### src/rtl/uart_tx_serializer.sv
// rtl/uart_tx_serializer.sv - UART transmit serializer: start, LSB-first data, optional parity, one stop bit
module uart_tx_serializer #(
    parameter int Data_Width     = 8,
    parameter int Prescale_Width = 6
) (
    input  logic                      CLK,
    input  logic                      RST,
    input  logic [Data_Width-1:0]     P_DATA,
    input  logic                      Data_Valid,
    input  logic                      PAR_EN,
    input  logic                      PAR_TYP,
    input  logic [Prescale_Width-1:0] Prescale,
    output logic                      TX_OUT,
    output logic                      Busy
);

    localparam int BCW = (Data_Width > 1) ? $clog2(Data_Width) : 1;

    localparam logic [2:0] ST_IDLE   = 3'd0;
    localparam logic [2:0] ST_START  = 3'd1;
    localparam logic [2:0] ST_DATA   = 3'd2;
    localparam logic [2:0] ST_PARITY = 3'd3;
    localparam logic [2:0] ST_STOP   = 3'd4;

    localparam logic [Prescale_Width-1:0] MIN_PRESC = Prescale_Width'(4);
    localparam logic [Prescale_Width-1:0] ONE_EDGE  = Prescale_Width'(1);
    localparam logic [BCW-1:0]            LAST_BIT  = BCW'(Data_Width - 1);
    localparam logic [BCW-1:0]            ONE_BIT   = BCW'(1);

    logic [2:0]                state_q, state_d;
    logic [Prescale_Width-1:0] edge_q, edge_d;
    logic [BCW-1:0]            bit_q, bit_d;
    logic [Data_Width-1:0]     shift_q, shift_d;
    logic [Prescale_Width-1:0] presc_q, presc_d;
    logic                      par_en_q, par_en_d;
    logic                      parity_q, parity_d;
    logic                      tx_q, tx_d;
    logic                      busy_q, busy_d;

    logic                      bit_wrap;
    logic [Prescale_Width-1:0] presc_eff;

    // Too-short bit periods are clamped so the line never runs faster than four clocks per bit.
    assign presc_eff = (Prescale < MIN_PRESC) ? MIN_PRESC : Prescale;
    assign bit_wrap  = (state_q != ST_IDLE) && (edge_q == (presc_q - ONE_EDGE));

    always_comb begin
        state_d  = state_q;
        edge_d   = edge_q;
        bit_d    = bit_q;
        shift_d  = shift_q;
        presc_d  = presc_q;
        par_en_d = par_en_q;
        parity_d = parity_q;
        tx_d     = tx_q;
        busy_d   = busy_q;

        if (state_q != ST_IDLE) begin
            edge_d = bit_wrap ? '0 : (edge_q + ONE_EDGE);
        end

        case (state_q)
            ST_IDLE: begin
                tx_d   = 1'b1;
                busy_d = 1'b0;
                edge_d = '0;
                bit_d  = '0;
                if (Data_Valid) begin
                    shift_d  = P_DATA;
                    presc_d  = presc_eff;
                    par_en_d = PAR_EN;
                    parity_d = (^P_DATA) ^ PAR_TYP;
                    state_d  = ST_START;
                    tx_d     = 1'b0;
                    busy_d   = 1'b1;
                end
            end
            ST_START: begin
                if (bit_wrap) begin
                    state_d = ST_DATA;
                    tx_d    = shift_q[0];
                end
            end
            ST_DATA: begin
                if (bit_wrap) begin
                    shift_d = shift_q >> 1;
                    if (bit_q == LAST_BIT) begin
                        bit_d = '0;
                        if (par_en_q) begin
                            state_d = ST_PARITY;
                            tx_d    = parity_q;
                        end else begin
                            state_d = ST_STOP;
                            tx_d    = 1'b1;
                        end
                    end else begin
                        bit_d = bit_q + ONE_BIT;
                        tx_d  = shift_d[0];
                    end
                end
            end
            ST_PARITY: begin
                if (bit_wrap) begin
                    state_d = ST_STOP;
                    tx_d    = 1'b1;
                end
            end
            ST_STOP: begin
                // Busy drops on the final stop-bit edge so a request can be taken on the very next cycle.
                if (bit_wrap) begin
                    state_d = ST_IDLE;
                    tx_d    = 1'b1;
                    busy_d  = 1'b0;
                end
            end
            default: begin
                state_d = ST_IDLE;
                edge_d  = '0;
                bit_d   = '0;
                tx_d    = 1'b1;
                busy_d  = 1'b0;
            end
        endcase
    end

    always_ff @(posedge CLK or posedge RST) begin
        if (RST) begin
            state_q  <= ST_IDLE;
            edge_q   <= '0;
            bit_q    <= '0;
            shift_q  <= '0;
            presc_q  <= '0;
            par_en_q <= 1'b0;
            parity_q <= 1'b0;
            tx_q     <= 1'b1;
            busy_q   <= 1'b0;
        end else begin
            state_q  <= state_d;
            edge_q   <= edge_d;
            bit_q    <= bit_d;
            shift_q  <= shift_d;
            presc_q  <= presc_d;
            par_en_q <= par_en_d;
            parity_q <= parity_d;
            tx_q     <= tx_d;
            busy_q   <= busy_d;
        end
    end

    assign TX_OUT = tx_q;
    assign Busy   = busy_q;

endmodule

### config.mk
export PLATFORM = sky130hd
export DESIGN_NAME = uart_tx_serializer
export DESIGN_NICKNAME = d
export VERILOG_FILES = /design/src/rtl/uart_tx_serializer.sv
export SDC_FILE = /design/constraint.sdc
export NUM_CORES = 1
export LEC_CHECK = 0
export CORE_ASPECT_RATIO = 0.7
export CORE_MARGIN = 5
export CORE_UTILIZATION = 25
export CTS_BUF_LIST = sky130_fd_sc_hd__clkbuf_16
export CTS_CLUSTER_SIZE = 40
export DETAILED_ROUTE_END_ITERATION = 6
export DONT_BUFFER_PORTS = 1
export PLACE_DENSITY = 0.49
export SKIP_CTS_REPAIR_TIMING = 1
export SLEW_MARGIN = 20
export SYNTH_ARGS = -nofsm -noshare
export SYNTH_HDL_FRONTEND = slang
export SYNTH_SLANG_ARGS = --single-unit
### constraint.sdc
create_clock -name CLK -period 2.3 [get_ports CLK]
set_input_delay 0 -clock CLK [delete_from_list [all_inputs] [get_ports CLK]]
set_output_delay 0 -clock CLK [all_outputs]
set_load 0.02 [all_outputs]
==> flow_summary.ini, run 1 <==
[final_layout]
fin_util_pct = 30.8
fin_nets = 238
diodes = 0
register_area_um2 = 752
layout_common_cells = 29 x dfrtp_1, 23 x nor2_1, 14 x dlygate4sd3_1
fillers = 785
multiInputGateArea_um2 = 982
drive_gt1_share_pct = 12.5
final_common_cell = dfrtp_1
stdcell_area_mm2 = 0.00222
area.growth.synth_to_final_pct = 21.6

[grt]
overflow = 0
grt.total_usage_pct = 9.87
use_met1_pct = 14.8
grt_antenna_before_repair = 0
grt_pass1_vias = 1433
top_usage_layer = met1
grt_pass1_wl_um = 7310
use_met3_pct = 3.24
use_met2_pct = 13.6
grt_max_degree = 31

[cts]
cts_made_buffers = 5
clockBufferDepth = 2
cts_htree_levels = 2
cts_tree = yes
cts_root_buf = clkbuf_16
clkSlewWorstSetupHoldPaths_ns = 0.05
clk_latency_ns = 0.27
cts_num_sinks = 30

[yosys]
yosysUniqueCellTypes = 45
ys_seq_elements = 30
synth_area_mm2 = 0.00183
synth-edff-count = 0
ys_warn_count = 0
async_flop_share_pct = 100
synthFlopType = dfrtp_1
synth_fp_nets = 220
synthCells = 197
synth.avg_cell_area_um2 = 9.29
ys_seq_area_share_pct = 41.1
yosys.area.top_type = dfrtp_1
synthTopCellsByArea = dfrtp_1 40%, xnor2_1 6.2%, nor2_1 4.7%
netlist.area_leader.share_pct = 39.7

[floorplan]
die_h_um = 81.6
io_pins = 21
start_util_pct = 25.3
dieArea_mm2 = 0.00915
coreArea_mm2 = 0.00722
row_count = 26
die_x_um = 112

[route]
first_iter_violations = 44
routed_wl_um = 4180
avgRoutedWirePerCell_um = 13.3
dr.pass1.iters = 4
drt_drc_violations_left = 0
dr_total_vias = 1473
routed_via_density = 4.69
antenna_left = 0

[power]
ir_drop_mv = 0.277
leakage_nw = 0.922
p_total_mw = 1.22
powerDensity_mw_per_mm2 = 549

[placed_design]
hpwl_um = 3070
place_ws_ns = 0.151
routabilityCongestion = 0.739
io_buffers = 0
place_area_mm2 = 0.00195

[outcome]
failed_checks = hold timing
status = complete, but fails checks

[setup_path]
crit_arrival_ns = 2.34
setup.worst_path.end_class = register
startpoint_type = register
crit_type = reg -> reg
cp_max_fo = 24
required_ns = 2.49
rrSetupSlack_ns = 0.15

[timing]
worst_pin_slew_ns = 0.620
fin_crit_ns = 2.15
timing.hold.ws_ns = -0.0337
setup_ws_ns = 0.147
tns_ns = 0
hold_viol = 2
maxClockFrequency_ghz = 0.465
slew_headroom_pct = 58.5
finalCritPeriodShare_pct = 93.6
setup_viol = 0
drv_slew = 0
skew_ns = 0.00348
rsz0062_at_grt = no

[hold_path]
hp-class = in -> reg

[run]
max_cap_viol_count = 0
[cells in the mapped netlist (2+ instances only)]
cell	n
dfrtp_1	29
nor2_1	23
xnor2_1	13
inv_1	10
nand2_1	10
o21ai_0	10
nor4_1	9
o22ai_1	8
nor3_1	7
o21ai_1	5
xor2_1	5
a21oi_1	4
buf_2	4
clkbuf_1	4
ha_1	4
mux2_2	4
nand2b_1	4
nor3b_1	4
o211ai_1	4
nand3_1	3
nand3b_1	3
nor2b_1	3
a31oi_1	2
buf_6	2
o21a_1	2
or4_1	2
[cell type report]
cell class	count	area share, %
tap	98	5.51
clock buffer	5	5.62
timing repair buffer	21	8.66
clock inverter	3	0.562
multi-input combinational	147	44.2
inverter	10	1.69
sequential	30	33.8
[per-layer routing]
layer,up-vias,share of wire (%)
li1,740,-
met1,704,55
met2,27,39
met3,2,5.5
met4,0,0.26
met5,-,0
[per-stage QoR]
| step | hold slack [ns] | std cells |
|---|---|---|
| floorplan | 0.0901 | 197 |
| global placement | 0.00356 | 292 |
| detailed placement | -0.000257 | 292 |
| CTS | -0.285 | 300 |
| global route | 0.00776 | 314 |
| finish | -0.0337 | 314 |
[flip-flops by register name, summed over array words and instances (netlist names)]
name and cells:
par_en_q 1, state_q 3, parity_q 1, edge_q 6
presc_q 6, bit_q 3, TX_OUT 1, Busy 1
shift_q 8
[kinds of logic after synthesis]
family                   synth area share, %
buffers and inverters                   5.20
AND/OR/NAND/NOR                         21.7
AO/OA/AOI/OAI                           17.6
adder cells (fa/ha/maj)                 2.74
multiplexers                            3.08
XOR/XNOR                                8.62
flip-flops                              41.1
[worst max-delay path, cell delays in order (launching register included)]
cell and delay, ns:
dfrtp_1 0.41, inv_1 0.06, ha_1 0.23, nor2b_1 0.13, or3_1 0.36, a31o_4 0.34
or2_4 0.31, o31ai_2 0.23
[where the power goes]
part	switching, mW	leakage, nW	internal (mW)
clock network	0.225	0.0724	0.390
logic	0.0310	0.468	0.0395
registers	0.00291	0.381	0.532
[final timing paths]
check                                start         end  depth (start not counted)
worst max-delay path            presc_q[0]  state_q[2]                          7
worst min register to register    parity_q    parity_q                          2
worst min-delay path             P_DATA[7]  shift_q[7]                          3
max in group asynchronous              RST      TX_OUT                          3
worst max register to register  presc_q[0]  state_q[2]                          7
min in group asynchronous              RST    bit_q[1]                          3
Note: power is estimated with default switching activity, not from simulation.
==> run 2: changes to the inputs <==
--- a/config.mk
+++ b/config.mk
@@ -7,12 +7,12 @@
 export LEC_CHECK = 0
 export CORE_ASPECT_RATIO = 0.7
 export CORE_MARGIN = 5
-export CORE_UTILIZATION = 25
+export CORE_UTILIZATION = 50
 export CTS_BUF_LIST = sky130_fd_sc_hd__clkbuf_16
 export CTS_CLUSTER_SIZE = 40
 export DETAILED_ROUTE_END_ITERATION = 6
 export DONT_BUFFER_PORTS = 1
-export PLACE_DENSITY = 0.49
+export PLACE_DENSITY = 0.76
 export SKIP_CTS_REPAIR_TIMING = 1
 export SLEW_MARGIN = 20
 export SYNTH_ARGS = -nofsm -noshare
==> constraint.sdc (replaced) <==
create_clock -name CLK -period 2.6 [get_ports CLK]
set_input_delay 0 -clock CLK [delete_from_list [all_inputs] [get_ports CLK]]
set_output_delay 0 -clock CLK [all_outputs]
set_load 0.02 [all_outputs]
==> run 2 against run 1 <==
Compared with the run above:
- power fell by 13%
- the run now ends clean
- largest cell class unchanged
- wire length fell by 5.0%
- sequential share of layout area rose by 1.1 points
- clock-buffer cell count did not move
- die area fell by 46%
- worst hold slack improved by 0.042 ns
- global-route usage rose by 7.5 points
- combinational power fell by 6.1%
==> flow_summary.ini, run 2 (synthesis gave the netlist of run 1 again) <==
[floorplan]
die_x_um = 82.3
io_pins = 21
start_util_pct = 51.7
dieArea_mm2 = 0.00499
coreArea_mm2 = 0.00354
die_h_um = 60.6
row_count = 18

[setup_path]
path_buf_inv = 1
required_ns = 2.80
crit_arrival_ns = 2.47
startpoint_type = register
slowest_stage = dfrtp_1
crit_family = compound AO/OA/AOI/OAI gates
cp_max_fo = 24
critical-path-max-stage-delay_ns = 0.43
path_cells = inv_1 > ha_1 > nor2b_1 > or3_1 > a31o_4 > o22ai_4 > mux2_1
crit_type = reg -> reg
setup.worst_path.end_class = register

[final_layout]
largest_reg_flops = 8
area.growth.synth_to_final_pct = 17.8
reg_top3 = shift_q x8, edge_q x6, presc_q x6
fin_util_pct = 60.9
layout_common_cells = 29 x dfrtp_1, 23 x nor2_1, 15 x dlygate4sd3_1
final_common_cell = dfrtp_1
stdcell_area_mm2 = 0.00215
fin_nets = 237
regMostFlops = shift_q
diodes = 0
drive_gt1_share_pct = 11.2
final_cells = 264

[power]
ir_drop_mv = 0.362
powerDensity_mw_per_mm2 = 494
leakage_nw = 0.915
p_total_mw = 1.07

[route]
avgRoutedWirePerCell_um = 15.0
first_iter_violations = 150
antenna_left = 0
routed_via_density = 5.72
dr_total_vias = 1509
dr.pass1.iters = 4
drt_drc_violations_left = 0
routed_wl_um = 3970

[timing]
setup_viol = 0
finalCritPeriodShare_pct = 87.5
hold_viol = 0
rsz0062_at_grt = no
worst_pin_slew_ns = 0.786
tns_ns = 0
skew_ns = 0.00364
setup_ws_ns = 0.325
fin_crit_ns = 2.27
drv_slew = 0
maxClockFrequency_ghz = 0.440
slew_headroom_pct = 47.5
timing.hold.ws_ns = 0.00834

[placed_design]
place_area_mm2 = 0.00187
routabilityCongestion = 0.795
place_ws_ns = 0.345
hpwl_um = 2690
dp_cells = 242
io_buffers = 0

[outcome]
status = finished clean

[cts]
cts_made_buffers = 5
cts_num_sinks = 30
clk_latency_ns = 0.28
clkSlewWorstSetupHoldPaths_ns = 0.05
cts_htree_levels = 2
cts_root_buf = clkbuf_16
clockBufferDepth = 2
cts_tree = yes

[hold_path]
hp-class = in -> reg

[grt]
grt.total_usage_pct = 17.4
grt_pass1_vias = 1295
use_met1_pct = 26.7
grt_pass1_wl_um = 6340
grt_antenna_before_repair = 0
use_met2_pct = 21.5
top_usage_layer = met1
use_met3_pct = 5.79
grt_max_degree = 31
overflow = 0

[run]
max_cap_viol_count = 0
[run 2: cell count changes in the layout (fill, tap and decap cells not counted), sizes merged]
cell / delta
clkinv: -2
inv: +1
dlygate4sd3: +1
buf: -2
[run 2: routing by layer]
layer | routed length, um | up-vias
met4 | 72 | 0
li1 | - | 742
met3 | 267 | 10
met2 | 1600 | 47
met1 | 2030 | 710
met5 | 0 | -
[run 2: where the power goes]
| part | internal, mW | switching [mW] | total, mW | leakage (nW) |
|---|---|---|---|---|
| Clock | 0.340 | 0.185 | 0.525 | 0.0723 |
| Sequential | 0.471 | 0.00270 | 0.474 | 0.381 |
| Combinational | 0.0360 | 0.0303 | 0.0663 | 0.461 |
[run 2: final cells by class]
cell class                      count  area (um^2)
Inverter                           10         37.5
Tap cell                           50         62.6
Sequential cell                    30          752
Timing Repair Buffer               20          188
Clock buffer                        5          125
Multi-Input combinational cell    147          982
Clock inverter                      2         7.51
Fill cell                         294         1380
[run 2: worst min-delay path, cell delays in order]
cell,delay (ns)
inv_1,0.02
a21oi_1,0.13
a21o_2,0.10
[run 2: worst paths after layout]
path	from	end	slack [ns]	cells past startpoint
worst max-delay path	presc_q[0]	TX_OUT	0.33	7
worst min-delay path	Prescale[2]	presc_q[2]	0.008	3
worst min register to register	parity_q	parity_q	0.52	2
worst max register to register	presc_q[0]	TX_OUT	0.33	7
max in group asynchronous	RST	TX_OUT	2.04	3
min in group asynchronous	RST	edge_q[4]	0.24	3
